**src/rtl/i2c_master_pkg.sv**
```systemverilog
// Shared types, phase/slot constants and bus-level helpers for the I2C initiator.
package i2c_master_pkg;

    typedef enum logic [2:0] {
        ST_IDLE,
        ST_START,
        ST_BIT,
        ST_STOP,
        ST_DONE
    } state_t;

    localparam logic [1:0] PH0 = 2'd0;
    localparam logic [1:0] PH1 = 2'd1;
    localparam logic [1:0] PH2 = 2'd2;
    localparam logic [1:0] PH3 = 2'd3;

    localparam int unsigned NUM_SLOTS = 9;
    localparam logic [3:0]  LAST_SLOT = 4'(NUM_SLOTS - 1);

    // SDA level the initiator drives in a bit slot: data MSB first, ACK slot last.
    function automatic logic slot_bit(input logic is_write, input logic [7:0] data,
                                      input logic ack, input logic [3:0] slot);
        logic [2:0] idx;
        idx = 3'(4'd7 - slot);
        if (slot < 4'd8) begin
            return is_write ? data[idx] : 1'b1;
        end
        return is_write ? 1'b1 : ack;
    endfunction

    // {scl, sda} drive for a given sub-operation phase.
    function automatic logic [1:0] bus_level(input state_t st, input logic [1:0] ph,
                                             input logic bitv, input logic scl_cur);
        logic [1:0] lv;
        lv = {scl_cur, 1'b1};
        case (st)
            ST_START: begin
                case (ph)
                    PH0:     lv = {scl_cur, 1'b1};
                    PH1:     lv = 2'b11;
                    PH2:     lv = 2'b10;
                    default: lv = 2'b00;
                endcase
            end
            ST_BIT: begin
                lv = {(ph == PH1) || (ph == PH2), bitv};
            end
            ST_STOP: begin
                case (ph)
                    PH0:     lv = 2'b00;
                    PH1:     lv = 2'b10;
                    default: lv = 2'b11;
                endcase
            end
            default: lv = {scl_cur, 1'b1};
        endcase
        return lv;
    endfunction

endpackage

```
**src/rtl/i2c_qtick.sv**
```systemverilog
// Quarter-SCL-period tick generator; held at zero while a target stretches SCL.
module i2c_qtick #(
    parameter int unsigned DIV = 250
) (
    input  logic clk,
    input  logic rst,
    input  logic en,
    input  logic hold,
    output logic tick
);

    localparam int unsigned CW   = $clog2(DIV);
    localparam logic [CW-1:0] LAST = CW'(DIV - 1);

    logic [CW-1:0] cnt;

    assign tick = en && !hold && (cnt == LAST);

    // Count 0..DIV-1 while enabled; clear when idle or stretched.
    always_ff @(posedge clk or posedge rst) begin
        if (rst) begin
            cnt <= '0;
        end else if (!en || hold) begin
            cnt <= '0;
        end else if (cnt == LAST) begin
            cnt <= '0;
        end else begin
            cnt <= cnt + CW'(1);
        end
    end

endmodule

```
**src/rtl/i2c_master.sv**
```systemverilog
// Byte-level I2C initiator: START / byte write / byte read / STOP on open-drain lines.
module i2c_master
    import i2c_master_pkg::*;
#(
    parameter int unsigned DIV = 250
) (
    input  logic       clk,
    input  logic       rst,
    input  logic       cmd_valid,
    output logic       cmd_ready,
    input  logic       cmd_start,
    input  logic       cmd_write,
    input  logic       cmd_read,
    input  logic       cmd_stop,
    input  logic [7:0] wr_data,
    input  logic       rd_ack,
    output logic [7:0] rd_data,
    output logic       ack_rcvd,
    output logic       done,
    output logic       busy,
    output logic       scl_o,
    input  logic       scl_i,
    output logic       sda_o,
    input  logic       sda_i
);

    state_t     state;
    logic [1:0] phase;
    logic [3:0] slot;
    logic       q_byte;
    logic       q_write;
    logic       q_stop;
    logic [7:0] q_data;
    logic       q_ack;
    logic       sample_pend;
    logic       tick;
    logic       tick_en;
    logic       hold;
    logic       cur_bit;
    logic       next_bit;

    assign tick_en  = (state == ST_START) || (state == ST_BIT) || (state == ST_STOP);
    assign hold     = scl_o && !scl_i;
    assign cur_bit  = slot_bit(q_write, q_data, q_ack, slot);
    assign next_bit = slot_bit(q_write, q_data, q_ack, slot + 4'd1);

    i2c_qtick #(.DIV(DIV)) u_qtick (
        .clk  (clk),
        .rst  (rst),
        .en   (tick_en),
        .hold (hold),
        .tick (tick)
    );

    // Command sequencer: START -> byte -> STOP, one phase per tick.
    always_ff @(posedge clk or posedge rst) begin
        if (rst) begin
            state       <= ST_IDLE;
            phase       <= PH0;
            slot        <= '0;
            q_byte      <= 1'b0;
            q_write     <= 1'b0;
            q_stop      <= 1'b0;
            q_data      <= '0;
            q_ack       <= 1'b0;
            sample_pend <= 1'b0;
            cmd_ready   <= 1'b1;
            done        <= 1'b0;
            busy        <= 1'b0;
            rd_data     <= '0;
            ack_rcvd    <= 1'b0;
            scl_o       <= 1'b1;
            sda_o       <= 1'b1;
        end else begin
            done <= 1'b0;
            case (state)
                ST_IDLE: begin
                    if (cmd_valid) begin
                        cmd_ready <= 1'b0;
                        q_byte    <= cmd_write || cmd_read;
                        q_write   <= cmd_write;
                        q_stop    <= cmd_stop;
                        q_data    <= wr_data;
                        q_ack     <= rd_ack;
                        phase     <= PH0;
                        slot      <= '0;
                        if (cmd_start) begin
                            state          <= ST_START;
                            {scl_o, sda_o} <= bus_level(ST_START, PH0, 1'b1, scl_o);
                        end else if (cmd_write || cmd_read) begin
                            state          <= ST_BIT;
                            {scl_o, sda_o} <= bus_level(ST_BIT, PH0,
                                              slot_bit(cmd_write, wr_data, rd_ack, 4'd0), scl_o);
                        end else if (cmd_stop) begin
                            state          <= ST_STOP;
                            {scl_o, sda_o} <= bus_level(ST_STOP, PH0, 1'b0, scl_o);
                        end else begin
                            state <= ST_DONE;
                        end
                    end
                end
                ST_DONE: begin
                    done      <= 1'b1;
                    cmd_ready <= 1'b1;
                    state     <= ST_IDLE;
                end
                default: begin
                    if ((state == ST_BIT) && (phase == PH2) && sample_pend) begin
                        sample_pend <= 1'b0;
                        if (slot == LAST_SLOT) begin
                            if (q_write) ack_rcvd <= sda_i;
                        end else if (!q_write) begin
                            rd_data <= {rd_data[6:0], sda_i};
                        end
                    end
                    if (tick) begin
                        if (phase != PH3) begin
                            phase          <= phase + 2'd1;
                            {scl_o, sda_o} <= bus_level(state, phase + 2'd1, cur_bit, scl_o);
                            if (phase == PH1) begin
                                if (state == ST_START) busy <= 1'b1;
                                if (state == ST_BIT) sample_pend <= 1'b1;
                            end
                        end else begin
                            phase <= PH0;
                            case (state)
                                ST_START: begin
                                    if (q_byte) begin
                                        state          <= ST_BIT;
                                        slot           <= '0;
                                        {scl_o, sda_o} <= bus_level(ST_BIT, PH0,
                                                          slot_bit(q_write, q_data, q_ack, 4'd0), scl_o);
                                    end else if (q_stop) begin
                                        state          <= ST_STOP;
                                        {scl_o, sda_o} <= bus_level(ST_STOP, PH0, 1'b0, scl_o);
                                    end else begin
                                        state <= ST_DONE;
                                    end
                                end
                                ST_BIT: begin
                                    if (slot != LAST_SLOT) begin
                                        slot           <= slot + 4'd1;
                                        {scl_o, sda_o} <= bus_level(ST_BIT, PH0, next_bit, scl_o);
                                    end else if (q_stop) begin
                                        state          <= ST_STOP;
                                        {scl_o, sda_o} <= bus_level(ST_STOP, PH0, 1'b0, scl_o);
                                    end else begin
                                        state <= ST_DONE;
                                    end
                                end
                                default: begin
                                    busy  <= 1'b0;
                                    state <= ST_DONE;
                                end
                            endcase
                        end
                    end
                end
            endcase
        end
    end

endmodule
```
**config.mk**
```make
export PLATFORM = sky130hd
export DESIGN_NAME = i2c_master
export DESIGN_NICKNAME = d
export VERILOG_FILES = /design/src/rtl/i2c_master_pkg.sv /design/src/rtl/i2c_qtick.sv /design/src/rtl/i2c_master.sv
export SDC_FILE = /design/constraint.sdc
export NUM_CORES = 1
export LEC_CHECK = 0
export BUFFER_PORTS_ARGS = -buffer_cell sky130_fd_sc_hd__buf_4
export CAP_MARGIN = 20
export CORE_MARGIN = 3
export CORE_UTILIZATION = 25
export CTS_CLUSTER_SIZE = 14
export DETAILED_ROUTE_END_ITERATION = 10
export PLACE_DENSITY_LB_ADDON = 0.12
export SLEW_MARGIN = 10
export SYNTH_ARGS = -nofsm -noshare
export SYNTH_HDL_FRONTEND = slang
export SYNTH_SLANG_ARGS = --single-unit
```
**constraint.sdc**
```tcl
create_clock -name clk -period 5.3 [get_ports clk]
set_input_delay 0.795 -clock clk [delete_from_list [all_inputs] [get_ports clk]]
set_output_delay 0.795 -clock clk [all_outputs]
set_load 0.005 [all_outputs]
```
==> impl_metrics.prom, run 1 <==
# TYPE chip_impl_metric gauge
chip_impl_metric{name="wire_length_of_the_first_global_routing_pass",unit="um"} 10200
chip_impl_info{name="timing.hold.worst_endpoint",value="q_data[5]"} 1
chip_impl_metric{name="pre_cts_ws",unit="ns"} 2.92
chip_impl_metric{name="syn-num-nets",unit=""} 284
chip_impl_metric{name="clk_pin_slew",unit="ns"} 0.09
chip_impl_metric{name="synth_enable_flop_cells",unit=""} 0
chip_impl_metric{name="layout-drive-gt1-share",unit=""} 0.220
chip_impl_metric{name="final_net_count",unit=""} 310
chip_impl_metric{name="antenna-diode-count",unit=""} 0
chip_impl_metric{name="synthesis.instances",unit=""} 259
chip_impl_info{name="holdCritStartpoint",value="q_data[5]"} 1
chip_impl_metric{name="wl_met3",unit="um"} 245
chip_impl_metric{name="final_hold_viol_count",unit=""} 0
chip_impl_info{name="timing.setup.critical_path_class",value="register to register"} 1
chip_impl_metric{name="power.internal",unit="mW"} 0.799
chip_impl_metric{name="drt.antenna.violating_nets",unit=""} 0
chip_impl_metric{name="floorplan.die_area",unit="um2"} 11600
chip_impl_metric{name="fp.coreArea",unit="um2"} 9910
chip_impl_info{name="timing.critical_path.to_type",value="register"} 1
chip_impl_metric{name="synth_seq_area_share",unit=""} 0.428
chip_impl_metric{name="setup-tns-final",unit="ns"} 0
chip_impl_metric{name="clock_path_buffers",unit=""} 2
chip_impl_metric{name="min_hold_slack",unit="ns"} 0.503
chip_impl_metric{name="remaining_drc_errors",unit=""} 0
chip_impl_metric{name="netSwitchingPower",unit="mW"} 0.547
chip_impl_info{name="critPathTopFamily",value="simple AND/OR/NAND/NOR gates"} 1
chip_impl_metric{name="cts_inserted_buffers",unit=""} 5
chip_impl_metric{name="first_global_vias",unit=""} 1986
chip_impl_info{name="layout_common_cells",value="sky130_fd_sc_hd__nand2_1, sky130_fd_sc_hd__dfrtp_1, sky130_fd_sc_hd__buf_4"} 1
chip_impl_metric{name="fp.dieW",unit="um"} 108
chip_impl_metric{name="routed-wl-met2",unit="um"} 2650
chip_impl_metric{name="wp_data_arrival",unit="ns"} 2.64
chip_impl_metric{name="synth_async_sr_flop_share",unit=""} 1.00
chip_impl_metric{name="transition_at_the_pin_with_the_smallest_max_transition_slack",unit="ns"} 0.937
chip_impl_info{name="clock_tree.root_cell",value="sky130_fd_sc_hd__clkbuf_8"} 1
chip_impl_metric{name="power.switching_fraction",unit=""} 0.406
chip_impl_info{name="tritoncts",value="built"} 1
chip_impl_info{name="synth_ff_type",value="sky130_fd_sc_hd__dfrtp_1"} 1
chip_impl_metric{name="quantity_of_hold_fixing_buffers_added_after_cts",unit=""} 0
chip_impl_metric{name="route.detailed.vias_per_inst",unit=""} 4.85
chip_impl_metric{name="met1_length",unit="um"} 3150
chip_impl_metric{name="post-route-util",unit=""} 0.303
chip_impl_metric{name="post-place-cells",unit=""} 411
chip_impl_metric{name="clock_power_share",unit=""} 0.202
chip_impl_metric{name="cp.buffers_inverters",unit=""} 0
chip_impl_metric{name="reg2reg_setup_slack",unit="ns"} 2.85
chip_impl_metric{name="skew",unit="ns"} 0.0140
chip_impl_metric{name="netlist.area_leader.share",unit=""} 0.398
chip_impl_info{name="critPathSlowestCell",value="sky130_fd_sc_hd__dfrtp_1"} 1
chip_impl_info{name="crit_start_category",value="register"} 1
chip_impl_metric{name="synthToLayoutAreaGrowth",unit="%"} 16.5
chip_impl_info{name="crit_chain",value="nor3_2 > and2_1 > a21oi_2 > a2bb2oi_1 > o41ai_1"} 1
chip_impl_metric{name="place_congestion",unit=""} 0.833
chip_impl_metric{name="die_height",unit="um"} 108
chip_impl_metric{name="wl_per_cell",unit="um"} 14.9
chip_impl_metric{name="maxSlewHeadroom",unit=""} 0.374
chip_impl_info{name="cp-startpoint",value="state[1]"} 1
chip_impl_metric{name="io_buffers",unit=""} 31
chip_impl_metric{name="worstRegToRegCells",unit=""} 5
chip_impl_info{name="rsz0062_at_grt",value="no"} 1
chip_impl_metric{name="timing.fmax",unit="GHz"} 0.409
chip_impl_info{name="synth_area_leaders",value="sky130_fd_sc_hd__dfrtp_1, sky130_fd_sc_hd__nand2_1, sky130_fd_sc_hd__mux2_2, sky130_fd_sc_hd__mux4_1, sky130_fd_sc_hd__ha_1"} 1
chip_impl_metric{name="power_density",unit="nW/um2"} 448
chip_impl_metric{name="boundaryPins",unit=""} 32
chip_impl_metric{name="share_seq_of_total_power",unit=""} 0.425
chip_impl_metric{name="power_leakage",unit="nW"} 1.31
chip_impl_metric{name="mean_area_per_synthesized_cell",unit="um2"} 9.96
chip_impl_metric{name="dp.final_hpwl",unit="um"} 4570
chip_impl_info{name="yosys.area.top_type",value="sky130_fd_sc_hd__dfrtp_1"} 1
chip_impl_metric{name="setup_viol_count_final",unit=""} 0
chip_impl_metric{name="max_cap_viol_count",unit=""} 0
chip_impl_info{name="run_status",value="finished clean"} 1
chip_impl_metric{name="hold_path_cells",unit=""} 2
chip_impl_metric{name="finalWorstSetupSlack",unit="ns"} 2.85
chip_impl_metric{name="period_share",unit=""} 0.461
chip_impl_metric{name="largest_net_degree_at_the_start_of_global_routing",unit=""} 45
chip_impl_metric{name="final_design_area_no_fill",unit="um2"} 3010
chip_impl_metric{name="total_power",unit="mW"} 1.35
chip_impl_metric{name="row_count",unit=""} 36
chip_impl_metric{name="insertion_delay",unit="ns"} 0.31
chip_impl_metric{name="grt.overflow.total",unit=""} 0
chip_impl_metric{name="initial_standard_cell_utilization_of_the_core",unit=""} 0.260
chip_impl_metric{name="timing.critical_path.fanout_max",unit=""} 20
chip_impl_metric{name="synth.ff_latch_count",unit=""} 44
chip_impl_info{name="route.top_layer_used",value="met4"} 1
chip_impl_metric{name="number_of_antenna_violations_at_the_first_check_in_global_routing",unit=""} 0
chip_impl_info{name="r2r-end",value="state[0]"} 1
chip_impl_metric{name="drt-total-wl",unit="um"} 6260
chip_impl_metric{name="ctsHtreeMaxLevel",unit=""} 2
chip_impl_metric{name="dr_total_vias",unit=""} 2033
chip_impl_metric{name="numClockSinks",unit=""} 44
chip_impl_metric{name="detailedRoute.firstIterationViolations",unit=""} 104
chip_impl_metric{name="cts_repair_resize_count",unit=""} 0
chip_impl_metric{name="post_synth_instance_area",unit="um2"} 2580
chip_impl_metric{name="drt-pass1-iter-count",unit=""} 4
chip_impl_metric{name="post-cts-setup-buffers",unit=""} 0
chip_impl_metric{name="finalMaxSlewViolations",unit=""} 0
chip_impl_metric{name="fin_cells",unit=""} 419
chip_impl_metric{name="yosys_warnings",unit=""} 0
chip_impl_info{name="rr_startpoint",value="state[1]"} 1
chip_impl_metric{name="globalRouteTotalUtil",unit=""} 0.112
chip_impl_info{name="final_common_cell",value="sky130_fd_sc_hd__nand2_1"} 1
chip_impl_metric{name="comb_power_share",unit=""} 0.373
chip_impl_metric{name="critical_path.max_stage_delay",unit="ns"} 0.65
chip_impl_metric{name="ir_drop",unit="V"} 0.000159
chip_impl_metric{name="required",unit="ns"} 5.49
chip_impl_metric{name="fin_crit",unit="ns"} 2.45
chip_impl_metric{name="dpl-instance-area",unit="um2"} 2890
chip_impl_metric{name="synth.distinct_cells",unit=""} 57
chip_impl_info{name="hp-class",value="register to register"} 1
==> worst max path at each step <==
stage | slack, ns | end | cells past startpoint
after floorplan | 3.39 | sda_o | 7
after global placement | 2.94 | state[0] | 5
after detailed placement | 2.92 | state[0] | 5
after CTS | 2.89 | state[0] | 5
after global routing | 2.71 | state[0] | 5
final | 2.85 | state[0] | 5
==> synth_stat cells (3+ instances only) <==
cell                       count
sky130_fd_sc_hd__o211ai_1      6
sky130_fd_sc_hd__buf_6         3
sky130_fd_sc_hd__dfstp_2       3
sky130_fd_sc_hd__dfrtp_1      41
sky130_fd_sc_hd__inv_1        13
sky130_fd_sc_hd__o21ai_0      12
sky130_fd_sc_hd__nand2_1      43
sky130_fd_sc_hd__mux2_2       10
sky130_fd_sc_hd__nor3_2        4
sky130_fd_sc_hd__o31ai_1      10
sky130_fd_sc_hd__o221ai_1      3
sky130_fd_sc_hd__mux2i_1       3
sky130_fd_sc_hd__nor2b_1       3
sky130_fd_sc_hd__nor2_1       19
sky130_fd_sc_hd__ha_1          7
sky130_fd_sc_hd__nand3_1       5
sky130_fd_sc_hd__mux4_1        4
sky130_fd_sc_hd__nand4_1       3
sky130_fd_sc_hd__nor3b_1       3
sky130_fd_sc_hd__xnor2_1       7
sky130_fd_sc_hd__clkbuf_1      4
sky130_fd_sc_hd__a21oi_1       6
sky130_fd_sc_hd__nor3_1        3
==> power by group through the flow <==
| stage | Clock, mW | Sequential, mW | Combinational [mW] |
|---|---|---|---|
| finish | 0.272 | 0.572 | 0.502 |
| floorplan | 0 | 0.492 | 0.459 |
| detailed placement | 0 | 0.575 | 0.504 |
| global placement | 0 | 0.578 | 0.512 |
| global route | 0.293 | 0.585 | 0.566 |
| CTS | 0.284 | 0.568 | 0.506 |
==> final cells by class <==
type	instances	area, um2
Timing Repair Buffer	31	233
Clock buffer	5	68.8
Fill cell	1062	6900
Sequential cell	44	1100
Tap cell	133	166
Clock inverter	3	46.3
Multi-Input combinational cell	189	1330
Inverter	14	52.6
==> sequential cells by signal (all words and copies together) (netlist names), 2 cells and up <==
register and flops:
phase 2, q_data 8, state 3, u_qtick.cnt 8, slot 4, rd_data 8
==> cell families (layout without fill, tap and decap cells) <==
| logic type | count (synthesis) | in the layout | share of synthesized area |
|---|---|---|---|
| AND/OR/NAND/NOR | 97 | 97 | 0.192 |
| XOR/XNOR | 9 | 9 | 0.0306 |
| multiplexers | 17 | 17 | 0.0961 |
| buffers and inverters | 26 | 53 | 0.0543 |
| flip-flops | 44 | 44 | 0.428 |
| adder cells (fa/ha/maj) | 7 | 7 | 0.0340 |
| AO/OA/AOI/OAI | 59 | 59 | 0.164 |
==> worst register-to-register path: stages, from the launching register on <==
cell and delay [ns]:
sky130_fd_sc_hd__dfrtp_1 0.65, sky130_fd_sc_hd__nor3_2 0.42, sky130_fd_sc_hd__and2_1 0.51, sky130_fd_sc_hd__a21oi_2 0.20, sky130_fd_sc_hd__a2bb2oi_1 0.23, sky130_fd_sc_hd__o41ai_1 0.32
==> metal layers <==
metal | global-route usage | vias to the layer above
li1 | - | 983
met1 | 0.165 | 981
met2 | 0.155 | 55
met3 | 0.0216 | 14
met4 | 0.0496 | 0
met5 | 0 | -
Note: power is estimated with default switching activity, not from simulation.
==> run 2, diff against run 1 <==
clock period = 2.2 ns   (was 5.3 ns; I/O delays follow)
==> impl_metrics.prom, run 2 (synthesis gave the netlist of run 1 again) <==
# TYPE chip_impl_metric gauge
chip_impl_info{name="run_status",value="finished clean"} 1
chip_impl_metric{name="synthToLayoutAreaGrowth",unit="%"} 21.7
chip_impl_info{name="rsz0062_at_grt",value="no"} 1
chip_impl_info{name="layout_common_cells",value="sky130_fd_sc_hd__buf_4, sky130_fd_sc_hd__nand2_1, sky130_fd_sc_hd__dfrtp_1"} 1
chip_impl_metric{name="skew",unit="ns"} 0.00758
chip_impl_metric{name="maxSlewHeadroom",unit=""} 0.625
chip_impl_metric{name="largest_net_degree_at_the_start_of_global_routing",unit=""} 25
chip_impl_metric{name="detailedRoute.firstIterationViolations",unit=""} 98
chip_impl_info{name="hp-class",value="primary input to async pin"} 1
chip_impl_metric{name="dp.final_hpwl",unit="um"} 5050
chip_impl_metric{name="power_density",unit="nW/um2"} 1070
chip_impl_metric{name="floorplan.die_area",unit="um2"} 11600
chip_impl_metric{name="clock_path_buffers",unit=""} 2
chip_impl_metric{name="timing.critical_path.fanout_max",unit=""} 9
chip_impl_info{name="cp-startpoint",value="slot[0]"} 1
chip_impl_metric{name="finalMaxSlewViolations",unit=""} 0
chip_impl_metric{name="max_cap_viol_count",unit=""} 0
chip_impl_metric{name="initial_standard_cell_utilization_of_the_core",unit=""} 0.260
chip_impl_metric{name="setup-tns-final",unit="ns"} 0
chip_impl_metric{name="worstRegToRegCells",unit=""} 6
chip_impl_metric{name="final_net_count",unit=""} 326
chip_impl_metric{name="setup_viol_count_final",unit=""} 0
chip_impl_metric{name="cts_inserted_buffers",unit=""} 5
chip_impl_metric{name="globalRouteTotalUtil",unit=""} 0.120
chip_impl_metric{name="final_hold_viol_count",unit=""} 0
chip_impl_metric{name="layout-drive-gt1-share",unit=""} 0.262
chip_impl_metric{name="fin_crit",unit="ns"} 2.05
chip_impl_metric{name="wl_per_cell",unit="um"} 14.9
chip_impl_metric{name="met1_length",unit="um"} 3180
chip_impl_metric{name="quantity_of_hold_fixing_buffers_added_after_cts",unit=""} 0
chip_impl_metric{name="die_height",unit="um"} 108
chip_impl_metric{name="remaining_drc_errors",unit=""} 0
chip_impl_metric{name="required",unit="ns"} 2.45
chip_impl_metric{name="cts_repair_resize_count",unit=""} 0
chip_impl_metric{name="boundaryPins",unit=""} 32
chip_impl_metric{name="io_buffers",unit=""} 31
chip_impl_metric{name="number_of_antenna_violations_at_the_first_check_in_global_routing",unit=""} 0
chip_impl_metric{name="post-cts-setup-buffers",unit=""} 0
chip_impl_metric{name="reg2reg_setup_slack",unit="ns"} 0.15
chip_impl_metric{name="numClockSinks",unit=""} 44
chip_impl_metric{name="wl_met3",unit="um"} 235
chip_impl_info{name="timing.critical_path.to_type",value="register"} 1
chip_impl_metric{name="fill_cells",unit=""} 1070
chip_impl_info{name="rr_startpoint",value="slot[0]"} 1
chip_impl_metric{name="wp_data_arrival",unit="ns"} 2.30
chip_impl_metric{name="grt.overflow.total",unit=""} 0
chip_impl_metric{name="fp.dieW",unit="um"} 108
chip_impl_metric{name="row_count",unit=""} 36
chip_impl_metric{name="post-place-cells",unit=""} 427
chip_impl_metric{name="insertion_delay",unit="ns"} 0.30
chip_impl_metric{name="period_share",unit=""} 0.934
chip_impl_metric{name="drt-pass1-iter-count",unit=""} 4
chip_impl_metric{name="transition_at_the_pin_with_the_smallest_max_transition_slack",unit="ns"} 0.561
chip_impl_info{name="timing.setup.critical_path_class",value="register to register"} 1
chip_impl_metric{name="timing.fmax",unit="GHz"} 0.487
chip_impl_metric{name="first_global_vias",unit=""} 2148
chip_impl_info{name="clock_tree.root_cell",value="sky130_fd_sc_hd__clkbuf_8"} 1
chip_impl_metric{name="fp.coreArea",unit="um2"} 9910
chip_impl_info{name="top_flop_regs",value="q_data x8, rd_data x8, u_qtick.cnt x8"} 1
chip_impl_metric{name="dr_total_vias",unit=""} 2059
chip_impl_metric{name="routed-wl-met2",unit="um"} 3030
chip_impl_info{name="route.top_layer_used",value="met4"} 1
chip_impl_metric{name="ctsHtreeMaxLevel",unit=""} 2
chip_impl_metric{name="power_leakage",unit="nW"} 1.40
chip_impl_metric{name="place_congestion",unit=""} 0.824
chip_impl_info{name="r2r-end",value="sda_o"} 1
chip_impl_metric{name="ir_drop",unit="V"} 0.000304
chip_impl_metric{name="antenna-diode-count",unit=""} 0
chip_impl_metric{name="clk_pin_slew",unit="ns"} 0.10
chip_impl_metric{name="route.detailed.vias_per_inst",unit=""} 4.73
chip_impl_info{name="tritoncts",value="built"} 1
chip_impl_metric{name="drt.antenna.violating_nets",unit=""} 0
chip_impl_metric{name="wire_length_of_the_first_global_routing_pass",unit="um"} 10900
chip_impl_info{name="final_common_cell",value="sky130_fd_sc_hd__buf_4"} 1
chip_impl_metric{name="fin_cells",unit=""} 435
chip_impl_metric{name="drt-total-wl",unit="um"} 6490
chip_impl_info{name="crit_start_category",value="register"} 1
-- run 2: worst max path at each step --
stage            end  slack, ns  cells after the start
6_report       sda_o       0.15                      6
5_1_grt        sda_o      0.004                      6
3_3_place_gp   sda_o       0.24                      6
2_1_floorplan  sda_o       0.29                      7
3_5_place_dp   sda_o       0.15                      6
4_1_cts        sda_o       0.14                      6
-- run 2: layout make-up --
class / count / area (um2) / area share
Multi-Input combinational cell: 189 / 1330 / 0.425
Sequential cell: 44 / 1100 / 0.352
Timing Repair Buffer: 47 / 365 / 0.116
Tap cell: 133 / 166 / 0.0530
Clock buffer: 5 / 68.8 / 0.0219
Inverter: 14 / 52.6 / 0.0167
Clock inverter: 3 / 46.3 / 0.0148
-- run 2: where the power goes --
group	switching (mW)	internal, mW
logic	0.775	0.649
registers	0.247	1.02
clock network	0.315	0.343
total	1.34	2.02
-- run 2: worst max-delay path, cell delays in order, from the launching register on --
cell and delay (ns):
sky130_fd_sc_hd__dfrtp_1 0.53, sky130_fd_sc_hd__ha_1 0.39, sky130_fd_sc_hd__mux4_1 0.29, sky130_fd_sc_hd__mux2_2 0.28, sky130_fd_sc_hd__o311ai_2 0.23, sky130_fd_sc_hd__a211oi_1 0.12
sky130_fd_sc_hd__o22a_1 0.16
-- run 2: per-stage QoR --
step	worst slack, ns	util	power, mW	hold WS (ns)	area [um2]
floorplan	0.292	-	2.29	0.435	2580
global placement	0.236	0.305	2.73	0.430	3020
detailed placement	0.149	0.305	2.72	0.429	3020
CTS	0.139	0.317	3.39	0.0926	3140
global route	0.00413	0.317	3.61	0.107	3140
finish	0.145	0.317	3.35	0.0773	3140
-- run 2: metal layers --
layer | GRT usage | vias up
met2 | 0.188 | 33
met5 | 0 | -
met1 | 0.171 | 1007
met4 | 0.0298 | 0
li1 | - | 1015
met3 | 0.0210 | 4
==> run 3, diff against run 2 <==
GPL_TIMING_DRIVEN = 0   (was unset)
clock period = 1.7 ns   (was 2.2 ns; I/O delays follow)
==> impl_metrics.prom, run 3 (synthesis gave the netlist of run 1 again) <==
# TYPE chip_impl_metric gauge
chip_impl_metric{name="floorplan.die_area",unit="um2"} 11600
chip_impl_info{name="violations",value="negative setup slack"} 1
chip_impl_metric{name="clk_pin_slew",unit="ns"} 0.09
chip_impl_metric{name="final_hold_viol_count",unit=""} 0
chip_impl_metric{name="dr_total_vias",unit=""} 2225
chip_impl_metric{name="critical_path.max_stage_delay",unit="ns"} 0.54
chip_impl_info{name="crit_start_category",value="register"} 1
chip_impl_info{name="critPathSlowestCell",value="sky130_fd_sc_hd__mux4_1"} 1
chip_impl_metric{name="fp.dieW",unit="um"} 108
chip_impl_metric{name="place_congestion",unit=""} 0.775
chip_impl_metric{name="wire_length_of_the_first_global_routing_pass",unit="um"} 11200
chip_impl_metric{name="period_share",unit=""} 1.15
chip_impl_metric{name="maxSlewHeadroom",unit=""} 0.676
chip_impl_metric{name="min_hold_slack",unit="ns"} 0.138
chip_impl_metric{name="timing.critical_path.fanout_max",unit=""} 6
chip_impl_metric{name="ctsHtreeMaxLevel",unit=""} 2
chip_impl_metric{name="insertion_delay",unit="ns"} 0.30
chip_impl_metric{name="synthToLayoutAreaGrowth",unit="%"} 45.1
chip_impl_metric{name="wl_per_cell",unit="um"} 15.2
chip_impl_metric{name="wp_data_arrival",unit="ns"} 2.19
chip_impl_info{name="run_status",value="finished, violations left"} 1
chip_impl_metric{name="worstRegToRegCells",unit=""} 6
chip_impl_metric{name="largest_net_degree_at_the_start_of_global_routing",unit=""} 25
chip_impl_info{name="layout_common_cells",value="sky130_fd_sc_hd__buf_4, sky130_fd_sc_hd__nand2_1, sky130_fd_sc_hd__dfrtp_1"} 1
chip_impl_info{name="timing.critical_path.to_type",value="register"} 1
chip_impl_metric{name="grt.overflow.total",unit=""} 0
chip_impl_metric{name="number_of_antenna_violations_at_the_first_check_in_global_routing",unit=""} 0
chip_impl_info{name="clock_tree.root_cell",value="sky130_fd_sc_hd__clkbuf_8"} 1
chip_impl_metric{name="io_buffers",unit=""} 31
chip_impl_metric{name="route.detailed.vias_per_inst",unit=""} 4.76
chip_impl_metric{name="initial_standard_cell_utilization_of_the_core",unit=""} 0.260
chip_impl_metric{name="hold_path_cells",unit=""} 3
chip_impl_metric{name="antenna-diode-count",unit=""} 0
chip_impl_info{name="crit_chain",value="buf_6 > mux4_1 > mux2_4 > o311ai_4 > a211oi_1 > o22a_1"} 1
chip_impl_info{name="top_flop_regs",value="q_data x8, rd_data x8, u_qtick.cnt x8"} 1
chip_impl_metric{name="fp.coreArea",unit="um2"} 9910
chip_impl_metric{name="die_height",unit="um"} 108
chip_impl_metric{name="fill_cells",unit=""} 1045
chip_impl_metric{name="post-place-cells",unit=""} 424
chip_impl_metric{name="numClockSinks",unit=""} 44
chip_impl_info{name="tritoncts",value="built"} 1
chip_impl_info{name="hp-class",value="primary input to register"} 1
chip_impl_metric{name="power_density",unit="nW/um2"} 1370
chip_impl_metric{name="row_count",unit=""} 36
chip_impl_info{name="r2r-end",value="sda_o"} 1
chip_impl_metric{name="drt-pass1-iter-count",unit=""} 4
chip_impl_metric{name="boundaryPins",unit=""} 32
chip_impl_info{name="rr_startpoint",value="slot[0]"} 1
chip_impl_metric{name="cts_inserted_buffers",unit=""} 5
chip_impl_metric{name="max_cap_viol_count",unit=""} 0
chip_impl_metric{name="power_leakage",unit="nW"} 1.63
chip_impl_metric{name="ir_drop",unit="V"} 0.000530
chip_impl_metric{name="detailedRoute.firstIterationViolations",unit=""} 75
chip_impl_metric{name="drt.antenna.violating_nets",unit=""} 0
chip_impl_info{name="rsz0062_at_grt",value="yes"} 1
chip_impl_metric{name="finalMaxSlewViolations",unit=""} 0
chip_impl_metric{name="reg2reg_setup_slack",unit="ns"} -0.26
chip_impl_info{name="holdCritStartpoint",value="wr_data[3]"} 1
chip_impl_metric{name="timing.fmax",unit="GHz"} 0.511
chip_impl_metric{name="finalWorstSetupSlack",unit="ns"} -0.255
chip_impl_metric{name="setup_viol_count_final",unit=""} 15
chip_impl_metric{name="required",unit="ns"} 1.93
chip_impl_info{name="timing.setup.critical_path_class",value="register to register"} 1
chip_impl_metric{name="fin_cells",unit=""} 467
chip_impl_metric{name="pre_cts_ws",unit="ns"} -0.405
chip_impl_metric{name="final_net_count",unit=""} 358
chip_impl_metric{name="remaining_drc_errors",unit=""} 0
chip_impl_metric{name="drt-total-wl",unit="um"} 7080
chip_impl_metric{name="skew",unit="ns"} 0.00569
chip_impl_metric{name="transition_at_the_pin_with_the_smallest_max_transition_slack",unit="ns"} 0.485
chip_impl_metric{name="layout-drive-gt1-share",unit=""} 0.452
chip_impl_metric{name="globalRouteTotalUtil",unit=""} 0.124
chip_impl_metric{name="first_global_vias",unit=""} 2136
chip_impl_metric{name="fin_crit",unit="ns"} 1.96
chip_impl_info{name="final_common_cell",value="sky130_fd_sc_hd__buf_4"} 1
chip_impl_metric{name="clock_path_buffers",unit=""} 2
chip_impl_metric{name="dp.final_hpwl",unit="um"} 5020
chip_impl_info{name="timing.hold.worst_endpoint",value="q_data[3]"} 1
run 3: changes by cell type in the layout (fill, tap and decap cells not counted), moves of 10 or more:
cell	change
sky130_fd_sc_hd__buf_4	+11
sky130_fd_sc_hd__mux2_4	+10
sky130_fd_sc_hd__mux2_2	-10
sky130_fd_sc_hd__buf_6	+13
run 3: layer usage:
metal  vias to the layer above  GRT usage  share of wire
met1                      1099      0.185           0.50
met4                         0     0.0370          0.011
li1                       1089          -              -
met5                         -          0              0
met3                         7     0.0246          0.026
met2                        30      0.180           0.46
run 3: cell type report:
cell class                      count  area [um2]  area share
Clock inverter                      1        7.51     0.00201
Sequential cell                    44        1110       0.297
Inverter                           14        65.1      0.0174
Timing Repair Buffer               69         588       0.157
Clock buffer                        7        86.3      0.0231
Buffer                             10        96.3      0.0257
Tap cell                          133         166      0.0445
Multi-Input combinational cell    189        1620       0.434
run 3: timing repair:
action | 4_1_cts | 5_1_grt
setup endpoints to repair | 29 | 39
resized for setup | 30 | 51
pin swaps | 11 | 15
cloned | 0 | 0
endpoints found under the hold margin | 18 | 0
setup buffers | 18 | 18
hold buffers | 1 | 0
run 3: how the worst max path moves through the flow:
stage	startpoint	endpoint	slack, ns	cells past startpoint
final	slot[0]	sda_o	-0.26	6
after global routing	slot[0]	sda_o	-0.34	6
after CTS	slot[0]	sda_o	-0.26	6
after detailed placement	state[1]	state[0]	-0.41	6
after global placement	rst	phase[0]	-0.47	2
after floorplan	slot[1]	sda_o	-0.11	6
run 3: through the flow:
step | utilization | power (mW) | TNS (ns) | cell area, um2
floorplan | - | 3.01 | -0.465 | 2650
global placement | 0.308 | 3.58 | -20.41 | 3050
detailed placement | 0.310 | 3.59 | -6.88 | 3070
CTS | 0.346 | 4.66 | -1.69 | 3430
global route | 0.378 | 5.51 | -3.00 | 3740
finish | 0.378 | 5.13 | -2.25 | 3740
run 3: worst max-delay path, delay by kind of cell (launching register included):
kind / cells / cell delay, ns
compound gates: 3 / 0.53
mux: 2 / 0.83
flops: 1 / 0.38
buf+inv: 1 / 0.15
run 3: power by group:
| group | total [mW] | internal [mW] | leakage (nW) | switching, mW |
|---|---|---|---|---|
| clock network | 0.708 | 0.331 | 0.0445 | 0.377 |
| logic | 2.82 | 1.36 | 1.04 | 1.45 |
| registers | 1.60 | 1.33 | 0.549 | 0.273 |
